### src/rtl/bus_arbiter5_pkg.sv
// Shared types and constants for the five-way round-robin bus arbiter.
package bus_arbiter5_pkg;

  typedef enum logic [1:0] {IDLE, GRANT, DRAIN} state_t;

  localparam int N_REQ = 5;

  localparam logic [2:0] SEL_0 = 3'b000;
  localparam logic [2:0] SEL_1 = 3'b001;
  localparam logic [2:0] SEL_2 = 3'b010;
  localparam logic [2:0] SEL_3 = 3'b011;
  localparam logic [2:0] SEL_4 = 3'b100;

  // Index following i in the circular search order (4 wraps to 0).
  function automatic logic [2:0] next_idx(input logic [2:0] i);
    logic [2:0] r;
    case (i)
      SEL_0:   r = SEL_1;
      SEL_1:   r = SEL_2;
      SEL_2:   r = SEL_3;
      SEL_3:   r = SEL_4;
      default: r = SEL_0;
    endcase
    return r;
  endfunction

endpackage

### src/rtl/bus_arbiter5_rr_pick5.sv
// Combinational round-robin picker: first set request at or after ptr, wrapping.
module rr_pick5
  import bus_arbiter5_pkg::*;
(
  input  logic [N_REQ-1:0] req,
  input  logic [2:0]       ptr,
  output logic             found,
  output logic [2:0]       idx
);

  // Walk the offsets from farthest to nearest so the nearest hit wins.
  always_comb begin
    found = 1'b0;
    idx   = SEL_0;
    for (int k = N_REQ - 1; k >= 0; k--) begin
      int s;
      s = int'(ptr) + k;
      if (s >= N_REQ) s = s - N_REQ;
      if (req[s]) begin
        found = 1'b1;
        idx   = 3'(s);
      end
    end
  end

endmodule

### src/rtl/bus_arbiter5.sv
// Round-robin arbiter driving the select of a 5:1 datapath mux, with hold timeout and drain cycle.
module bus_arbiter5
  import bus_arbiter5_pkg::*;
#(
  parameter int HOLD_MAX = 8
) (
  input  logic             clk,
  input  logic             reset,
  input  logic [N_REQ-1:0] req,
  input  logic [N_REQ-1:0] done,
  output logic [2:0]       sel,
  output logic [N_REQ-1:0] grant,
  output logic             busy,
  output logic             timeout
);

  localparam int CW = (HOLD_MAX > 0) ? $clog2(HOLD_MAX + 1) : 1;

  state_t           state_reg;
  logic [2:0]       ptr_reg;
  logic [CW-1:0]    cnt_reg;
  logic [2:0]       sel_reg;
  logic [N_REQ-1:0] grant_reg;
  logic             busy_reg;
  logic             timeout_reg;

  logic       pick_found;
  logic [2:0] pick_idx;

  rr_pick5 u_pick (
    .req   (req),
    .ptr   (ptr_reg),
    .found (pick_found),
    .idx   (pick_idx)
  );

  // grant_reg is one-hot while owning, so masking picks out the owner's bits.
  logic rel_done, rel_drop, rel_hold;
  assign rel_done = |(done & grant_reg);
  assign rel_drop = ~|(req & grant_reg);
  assign rel_hold = (HOLD_MAX != 0) && (32'(cnt_reg) == 32'(HOLD_MAX - 1));

  always_ff @(posedge clk or posedge reset) begin
    if (reset) begin
      state_reg   <= IDLE;
      ptr_reg     <= SEL_0;
      cnt_reg     <= '0;
      sel_reg     <= SEL_0;
      grant_reg   <= '0;
      busy_reg    <= 1'b0;
      timeout_reg <= 1'b0;
    end else begin
      case (state_reg)
        IDLE: begin
          timeout_reg <= 1'b0;
          if (pick_found) begin
            state_reg <= GRANT;
            grant_reg <= N_REQ'(1) << pick_idx;
            sel_reg   <= pick_idx;
            cnt_reg   <= '0;
            busy_reg  <= 1'b1;
          end else begin
            busy_reg <= 1'b0;
          end
        end
        GRANT: begin
          if (rel_done || rel_drop || rel_hold) begin
            state_reg   <= DRAIN;
            grant_reg   <= '0;
            ptr_reg     <= next_idx(sel_reg);
            // A voluntary release in the same cycle takes precedence over the timeout.
            timeout_reg <= rel_hold && !rel_done && !rel_drop;
          end else if (cnt_reg != '1) begin
            cnt_reg <= cnt_reg + 1'b1;
          end
        end
        DRAIN: begin
          state_reg   <= IDLE;
          busy_reg    <= 1'b0;
          timeout_reg <= 1'b0;
        end
        default: begin
          state_reg <= IDLE;
          grant_reg <= '0;
          busy_reg  <= 1'b0;
        end
      endcase
    end
  end

  assign sel     = sel_reg;
  assign grant   = grant_reg;
  assign busy    = busy_reg;
  assign timeout = timeout_reg;

endmodule

### config.mk
export PLATFORM = sky130hd
export DESIGN_NAME = bus_arbiter5
export DESIGN_NICKNAME = d
export VERILOG_FILES = /design/src/rtl/bus_arbiter5_pkg.sv /design/src/rtl/bus_arbiter5_rr_pick5.sv /design/src/rtl/bus_arbiter5.sv
export SDC_FILE = /design/constraint.sdc
export NUM_CORES = 1
export LEC_CHECK = 0
export BUFFER_PORTS_ARGS = -buffer_cell sky130_fd_sc_hd__buf_4
export CAP_MARGIN = 20
export CORE_ASPECT_RATIO = 0.7
export CORE_MARGIN = 2
export CORE_UTILIZATION = 58
export DETAILED_ROUTE_END_ITERATION = 7
export GPL_TIMING_DRIVEN = 0
export PLACE_DENSITY = 0.82
export SLEW_MARGIN = 30
export SYNTH_ARGS = -nofsm -noshare
export SYNTH_HDL_FRONTEND = slang
export SYNTH_HIERARCHICAL = 1
export SYNTH_SLANG_ARGS = --single-unit
### constraint.sdc
create_clock -name clk -period 7.1 [get_ports clk]
set_input_delay 2.13 -clock clk [delete_from_list [all_inputs] [get_ports clk]]
set_output_delay 2.13 -clock clk [all_outputs]
set_load 0.01 [all_outputs]
==> results.sh, run 1 <==
export IMPL_drtIter0Drc=307
export IMPL_ys_warnings_count=6
export IMPL_design_area_um2=2460
export IMPL_async_reset_ff_share_pct=100
export IMPL_effective_utilization_at_floorplan_pct=61.3
export IMPL_cts_hold_fix_buffers=0
export IMPL_numCtsBuffers=3
export IMPL_synth_cell_area_um2=2190
export IMPL_drcViolationCount=0
export IMPL_dr_total_vias=2178
export IMPL_worst_setup_path_end_kind="flip-flop"
export IMPL_synth_adder_area_share_pct=8.56
export IMPL_antenna_cells=0
export IMPL_cts_clk_slew_worst_paths_ns=0.07
export IMPL_number_of_iterations_in_the_first_detailed_routing_pass=5
export IMPL_largest_reg_flops=5
export IMPL_regToRegSetupSlack_ns=3.22
export IMPL_worst_setup_path_startpoint="req[3]"
export IMPL_postRouteWirelength_um=5780
export IMPL_syn_inst=256
export IMPL_cell_area_placed_um2=2410
export IMPL_slew_headroom_pct=52.2
export IMPL_synth_seq_cells=19
export IMPL_maximum_number_of_pins_on_one_net_before_global_route_repair=20
export IMPL_synth_top_area_share_pct=21.7
export IMPL_rr_endpoint="grant[2]"
export IMPL_hold_path_cell_count=1
export IMPL_grt_setup_unrepaired="false"
export IMPL_final_min_clock_period_ns=4.25
export IMPL_post_cts_setup_buffers=0
export IMPL_post_drt_wl_per_cell_um=17.5
export IMPL_cp_cell_sequence="buf_4 -> mux4_1 -> o211ai_1 -> nand4_2 -> a2111oi_2 -> mux2i_1 -> a2bb2oi_2 -> nor2_1 -> nand2_1 -> o21ai_0"
export IMPL_finalClockSkew_ns=0.00196
export IMPL_final_core_util_pct=68.7
export IMPL_critPathArrivalTime_ns=4.38
export IMPL_wire_length_of_the_first_global_routing_pass_um=9670
export IMPL_cp_required_ns=7.22
export IMPL_maximum_root_to_sink_buffer_count=2
export IMPL_grt_pass1_vias=1986
export IMPL_criticalPathCategory="input pin to flip-flop"
export IMPL_report_final_slew_viol_count=0
export IMPL_timing_rr_start="ptr_reg[1]"
export IMPL_worstHoldEndpoint="busy"
export IMPL_dieHeight_um=55.5
export IMPL_tritoncts="done"
export IMPL_worstMarginPinSlew_ns=0.716
export IMPL_max_cap_viols=0
export IMPL_timing_final_hold_violations=0
export IMPL_port_buffers=21
export IMPL_synth_cell_type_count=71
export IMPL_synthToLayoutAreaGrowth_pct=12.2
export IMPL_floorplan_io_pins=22
export IMPL_synthDominantAreaCellType="sky130_fd_sc_hd__dfrtp_1"
export IMPL_number_of_core_rows=18
export IMPL_synth_compound_gate_area_share_pct=28.5
export IMPL_total_overflow_reported_by_the_global_router=0
export IMPL_syn_avg_cell_area_um2=8.57
export IMPL_core_area_um2=3580
export IMPL_fmaxAchievable_ghz=0.235
export IMPL_critical_path_peak_fanout=9
export IMPL_fin_setup_tns_ns=0
export IMPL_setup_violations_final=0
export IMPL_result_of_the_run="finished, final reports clean"
export IMPL_die_x_um=77.5
export IMPL_cts_root_buffer_cell="sky130_fd_sc_hd__clkbuf_8"
export IMPL_critical_path_startpoint_type="input pin"
export IMPL_tritoncts_num_sinks=19
export IMPL_r2r_cells=12
export IMPL_gr_usage_all_layers_pct=27.7
export IMPL_synthTopCellsByArea="sky130_fd_sc_hd__dfrtp_1 22%, sky130_fd_sc_hd__ha_1 8.6%, sky130_fd_sc_hd__mux2_2 3.6%, sky130_fd_sc_hd__o21ai_0 3.4%, sky130_fd_sc_hd__mux2i_1 3.2%"
export IMPL_post_cts_resized=0
export IMPL_synth_sequential_area_ratio_pct=21.7
export IMPL_portion_of_netlist_area_occupied_by_mux_cells_pct=10.2
export IMPL_postSynth_topFlopCell="sky130_fd_sc_hd__dfrtp_1"
export IMPL_layout_drive_gt1_share_pct=20.6
export IMPL_slowest_stage="sky130_fd_sc_hd__mux4_1"
export IMPL_hpwl_um=4540
export IMPL_design_final_nets=309
export IMPL_edff_count_synth=0
export IMPL_routed_via_density=6.58
export IMPL_floorplan_die_area_um2=4300
export IMPL_final_hold_worst_slack_ns=0.486
export IMPL_hold_path_class="flip-flop to flip-flop"
export IMPL_final_min_period_over_clock_period_pct=59.9
export IMPL_synth_area_in_simple_gates_pct=24.0
export IMPL_worst_path_largest_cell_delay_ns=0.60
export IMPL_synthXorXnorAreaFrac_pct=2.00
export IMPL_gp_routability_congestion=0.963
export IMPL_antenna_left=0
export IMPL_grt_antenna_before_repair=0
export IMPL_clkLatencyLatePin_ns=0.25
export IMPL_htree_num_levels=1
export IMPL_hold_path_startpoint="busy"
export IMPL_synth_top_family_by_area="compound AO/OA/AOI/OAI gates"
export IMPL_synth_nets=283
==> final cells by class <==
type / instances / area [um2]
clock buffers: 3 / 41.3
fillers: 291 / 1120
inverters: 16 / 60.1
well taps: 50 / 62.6
repair buffers: 21 / 158
clock inverters: 1 / 5.00
flip-flops and latches: 19 / 475
plain buffers: 8 / 50.0
multi-input cells: 213 / 1610
==> worst max-delay path, delay by kind of cell <==
kind                   cells  cell delay (ns)
and+or+nand+nor            3             0.43
buffers and inverters      1             0.15
AOI/OAI and AO/OA          4             0.89
muxes                      2             0.77
==> per-stage QoR <==
stage	setup WS, ns	std cells
finish	2.85	331
global route	2.76	331
CTS	2.96	331
detailed placement	2.69	327
global placement	2.72	327
floorplan	3.14	256
==> worst max path at each step <==
| stage | slack (ns) | end | depth (start not counted) |
|---|---|---|---|
| finish | 2.85 | grant[0] | 10 |
| global route | 2.76 | grant[0] | 10 |
| detailed placement | 2.69 | grant[0] | 10 |
| global placement | 2.72 | grant[4] | 10 |
| CTS | 2.96 | grant[0] | 10 |
| floorplan | 3.14 | grant[4] | 9 |
==> logic make-up after synthesis <==
logic type	after synthesis
AOI/OAI and AO/OA	84
xor gates and xnor gates	5
adders and majority gates	15
buffers and inverters	24
DFF	19
muxes	18
and+or+nand+nor	91
==> layout by cell type (no fill, tap or decap), drive strengths merged, types with 3 or more instances in the layout <==
cell,Yosys,routed
nand2b,10,10
o211ai,5,5
a211oi,4,4
a21oi,15,15
mux2,9,9
and2,5,5
and3,4,4
o22ai,4,4
nand3b,6,6
xnor2,4,4
nor2b,7,7
nand3,8,8
nand2,14,14
a22oi,3,3
o21ai,18,18
a31o,3,3
nand4,3,3
inv,16,16
a21o,3,3
mux2i,7,7
a31oi,6,6
nor3,4,4
dfrtp,19,19
clkbuf,2,5
buf,6,27
nor2,15,15
o2111ai,3,3
ha,15,15
==> Yosys cell counts (all sizes together), types with 2 or more instances <==
cell      n
a211o     2
a211oi    4
a21o      3
a21oi    15
a222oi    2
a22oi     3
a2bb2oi   2
a31o      3
a31oi     6
and2      5
and3      4
buf       6
clkbuf    2
dfrtp    19
ha       15
inv      16
mux2      9
mux2i     7
mux4      2
nand2    14
nand2b   10
nand3     8
nand3b    6
nand4     3
nor2     15
nor2b     7
nor3      4
nor3b     2
o2111ai   3
o211a     2
o211ai    5
o21ai    18
o22a      2
o22ai     4
o31ai     2
or2       2
or3       2
or3b      2
or4       2
xnor2     4
==> per-layer routing <==
metal	part of all wire, %	track usage (%)	wire length [um]	vias to the layer above
met5	0	0	0	-
met4	0.76	4.85	44	0
li1	-	-	-	1030
met1	49	45.8	2810	1022
met2	41	38.0	2350	117
met3	10	3.76	580	9
Power of run 1 is not shown: default switching activity piles up to over one toggle a cycle in this logic, so the estimate is an artifact.
==> run 2, diff against run 1 <==
- ABC_AREA: default -> 1
- CORE_UTILIZATION: 58 -> 54
- PLACE_DENSITY: 0.82 -> 0.8
- clock period: 7.1 -> 3.7 ns (I/O delays scaled with it)
==> run 2 against run 1 <==
  * Utilization shrank 3.3 points
  * Final area shrank 3.7%
  * Critical path depth grew 8
  * Non-clock buffer count shrank 5
  * Largest cell class unchanged
  * Critical path type is now flip-flop to flip-flop
  * Synthesized cell count grew 20%
  * Sequential share of layout area grew 0.73 points
  * Count of clock-buffer cells in the layout is the same
  * Die area grew 2.7%
  * First-iteration DRC count shrank 37%
==> results.sh, run 2 <==
export IMPL_syn_inst=308
export IMPL_yosys_top_cells_count="102 x sky130_fd_sc_hd__nand2_1, 37 x sky130_fd_sc_hd__nand3_1, 36 x sky130_fd_sc_hd__inv_1"
export IMPL_critical_path_startpoint_type="flip-flop"
export IMPL_largest_reg_flops=5
export IMPL_slew_headroom_pct=51.6
export IMPL_synth_top_family_by_area="simple AND/OR/NAND/NOR gates"
export IMPL_clkLatencyLatePin_ns=0.27
export IMPL_antenna_left=0
export IMPL_result_of_the_run="finished, final reports clean"
export IMPL_final_common_cell="sky130_fd_sc_hd__nand2_1"
export IMPL_number_of_iterations_in_the_first_detailed_routing_pass=5
export IMPL_syn_avg_cell_area_um2=6.82
export IMPL_critPathArrivalTime_ns=3.45
export IMPL_post_cts_setup_buffers=0
export IMPL_cp_required_ns=3.86
export IMPL_post_drt_wl_per_cell_um=13.0
export IMPL_synth_seq_cells=19
export IMPL_synthToLayoutAreaGrowth_pct=12.8
export IMPL_postRouteWirelength_um=4980
export IMPL_grt_pass1_vias=1780
export IMPL_wire_length_of_the_first_global_routing_pass_um=8400
export IMPL_drcViolationCount=0
export IMPL_crit_family="simple AND/OR/NAND/NOR gates"
export IMPL_routed_via_density=5.31
export IMPL_max_cap_viols=0
export IMPL_dr_total_vias=2033
export IMPL_drtIter0Drc=193
export IMPL_effective_utilization_at_floorplan_pct=57.9
export IMPL_hold_path_class="flip-flop to flip-flop"
export IMPL_cts_clk_slew_worst_paths_ns=0.07
export IMPL_final_hold_worst_slack_ns=0.503
export IMPL_antenna_cells=0
export IMPL_timing_final_hold_violations=0
export IMPL_report_final_slew_viol_count=0
export IMPL_portion_of_netlist_area_occupied_by_mux_cells_pct=0.536
export IMPL_ys_warnings_count=6
export IMPL_synth_area_in_simple_gates_pct=43.7
export IMPL_post_cts_resized=0
export IMPL_port_buffers=21
export IMPL_layout_drive_gt1_share_pct=23.1
export IMPL_gp_routability_congestion=0.904
export IMPL_cts_root_buffer_cell="sky130_fd_sc_hd__clkbuf_8"
export IMPL_final_min_clock_period_ns=3.30
export IMPL_tritoncts="done"
export IMPL_synthDominantAreaCellType="sky130_fd_sc_hd__dfrtp_1"
export IMPL_hpwl_um=3960
export IMPL_numCtsBuffers=3
export IMPL_floorplan_die_area_um2=4410
export IMPL_tritoncts_num_sinks=19
export IMPL_number_of_core_rows=18
export IMPL_synth_compound_gate_area_share_pct=11.4
export IMPL_htree_num_levels=1
export IMPL_synth_top_area_share_pct=22.6
export IMPL_finalClockSkew_ns=0.00527
export IMPL_gr_usage_all_layers_pct=24.0
export IMPL_synthXorXnorAreaFrac_pct=3.22
export IMPL_die_x_um=78.6
export IMPL_design_area_um2=2370
export IMPL_synth_sequential_area_ratio_pct=22.6
export IMPL_worst_setup_path_end_kind="flip-flop"
export IMPL_worstMarginPinSlew_ns=0.726
export IMPL_cp_cell_sequence="inv_1 -> ha_1 -> inv_1 -> ha_1 -> a21oi_2 -> inv_2 -> a21oi_1 -> inv_1 -> nor4_2 -> nor2_4 -> nand2_1 -> nor2_1 -> nand3_1 -> nand2_1 -> nor2_2 -> inv_1 -> nand2_1 -> o21ai_1"
export IMPL_total_of_fill_cells_in_the_finished_design=332
export IMPL_synth_cell_area_um2=2100
export IMPL_worst_path_largest_cell_delay_ns=0.51
export IMPL_total_overflow_reported_by_the_global_router=0
export IMPL_postSynth_topFlopCell="sky130_fd_sc_hd__dfrtp_1"
export IMPL_layout_common_cells="102 x sky130_fd_sc_hd__nand2_1, 37 x sky130_fd_sc_hd__nand3_1, 36 x sky130_fd_sc_hd__inv_1"
export IMPL_edff_count_synth=0
export IMPL_async_reset_ff_share_pct=100
export IMPL_critPathBufInv=5
export IMPL_synth_adder_area_share_pct=8.93
export IMPL_maximum_number_of_pins_on_one_net_before_global_route_repair=20
export IMPL_synth_most_common_cell="sky130_fd_sc_hd__nand2_1"
export IMPL_fin_setup_tns_ns=0
export IMPL_grt_setup_unrepaired="false"
export IMPL_core_area_um2=3630
export IMPL_cell_area_placed_um2=2320
export IMPL_slowest_stage="sky130_fd_sc_hd__dfrtp_1"
export IMPL_design_final_nets=361
export IMPL_setup_violations_final=0
export IMPL_synth_cell_type_count=35
export IMPL_timing_critical_path_mode_cell="sky130_fd_sc_hd__inv_1"
export IMPL_fmaxAchievable_ghz=0.303
export IMPL_floorplan_io_pins=22
export IMPL_cts_hold_fix_buffers=0
export IMPL_synthTopCellsByArea="sky130_fd_sc_hd__dfrtp_1 23%, sky130_fd_sc_hd__nand2_1 18%, sky130_fd_sc_hd__ha_1 8.9%, sky130_fd_sc_hd__nand3_1 8.8%, sky130_fd_sc_hd__inv_1 6.4%"
export IMPL_critical_path_peak_fanout=9
export IMPL_final_min_period_over_clock_period_pct=89.1
export IMPL_criticalPathCategory="flip-flop to flip-flop"
export IMPL_synth_nets=335
export IMPL_maximum_root_to_sink_buffer_count=2
export IMPL_dieHeight_um=56.2
export IMPL_grt_antenna_before_repair=0
## run 2: changes by cell type after synthesis, moves of 6 or more
cell / previous run / this run
sky130_fd_sc_hd__nand3_1: 8 / 37
sky130_fd_sc_hd__o21ai_1: 2 / 8
sky130_fd_sc_hd__inv_2: 0 / 7
sky130_fd_sc_hd__nand2b_1: 10 / 0
sky130_fd_sc_hd__nand2_2: 1 / 10
sky130_fd_sc_hd__o21ai_2: 0 / 7
sky130_fd_sc_hd__o21ai_0: 15 / 6
sky130_fd_sc_hd__nand2_1: 13 / 102
sky130_fd_sc_hd__mux2i_1: 7 / 0
sky130_fd_sc_hd__nor2b_1: 7 / 0
sky130_fd_sc_hd__a21oi_1: 13 / 2
sky130_fd_sc_hd__inv_1: 16 / 36
sky130_fd_sc_hd__mux2_2: 7 / 1
## run 2: final timing paths
path / end / cells after the start / slack [ns] / startpoint
worst max-delay path: sel[1] / 18 / 0.40 / ptr_reg[1]
worst min-delay path: busy / 2 / 0.50 / busy
min in group asynchronous: ptr_reg[0] / 2 / 0.96 / reset
max in group asynchronous: grant[0] / 2 / 2.28 / reset
worst min register to register: busy / 2 / 0.50 / busy
worst max register to register: sel[1] / 18 / 0.40 / ptr_reg[1]
## run 2: kinds of logic after synthesis
family,count (synthesis)
AOI/OAI and AO/OA,32
DFF,19
xor gates and xnor gates,6
muxes,1
buffers and inverters,48
adders and majority gates,15
and+or+nand+nor,187
## run 2: final cells by class
cell class | count | area [um2] | area share [%]
clock inverters | 1 | 7.51 | 0.317
repair buffers | 21 | 158 | 6.65
clock buffers | 3 | 41.3 | 1.74
well taps | 50 | 62.6 | 2.64
multi-input cells | 241 | 1420 | 60.1
inverters | 45 | 171 | 7.23
plain buffers | 3 | 30.0 | 1.27
flip-flops and latches | 19 | 475 | 20.1
## run 2: per-layer routing
metal | share of wire (%) | global-route usage, % | vias to the layer above
li1 | - | - | 1031
met1 | 52 | 39.4 | 916
met2 | 40 | 32.6 | 81
met3 | 6.6 | 3.25 | 5
met4 | 0.76 | 4.51 | 0
met5 | 0 | 0 | -
## run 2: stage by stage
step	setup slack [ns]	std cells	util, %
4_1_cts	0.439	383	65.4
3_5_place_dp	0.466	379	64.0
2_1_floorplan	0.999	308	-
5_1_grt	0.0462	383	65.4
6_report	0.403	383	65.4
3_3_place_gp	0.569	379	64.0
## run 2: worst reg2reg max path: cells and delay by family (launching register included)
family	cells	cell delay, ns
flip-flops	1	0.51
buffers and inverters	5	0.62
adder cells (fa/ha/maj)	2	0.39
AND/OR/NAND/NOR	8	1.13
AO/OA/AOI/OAI	3	0.53
Power of run 2 is left out for the same reason.
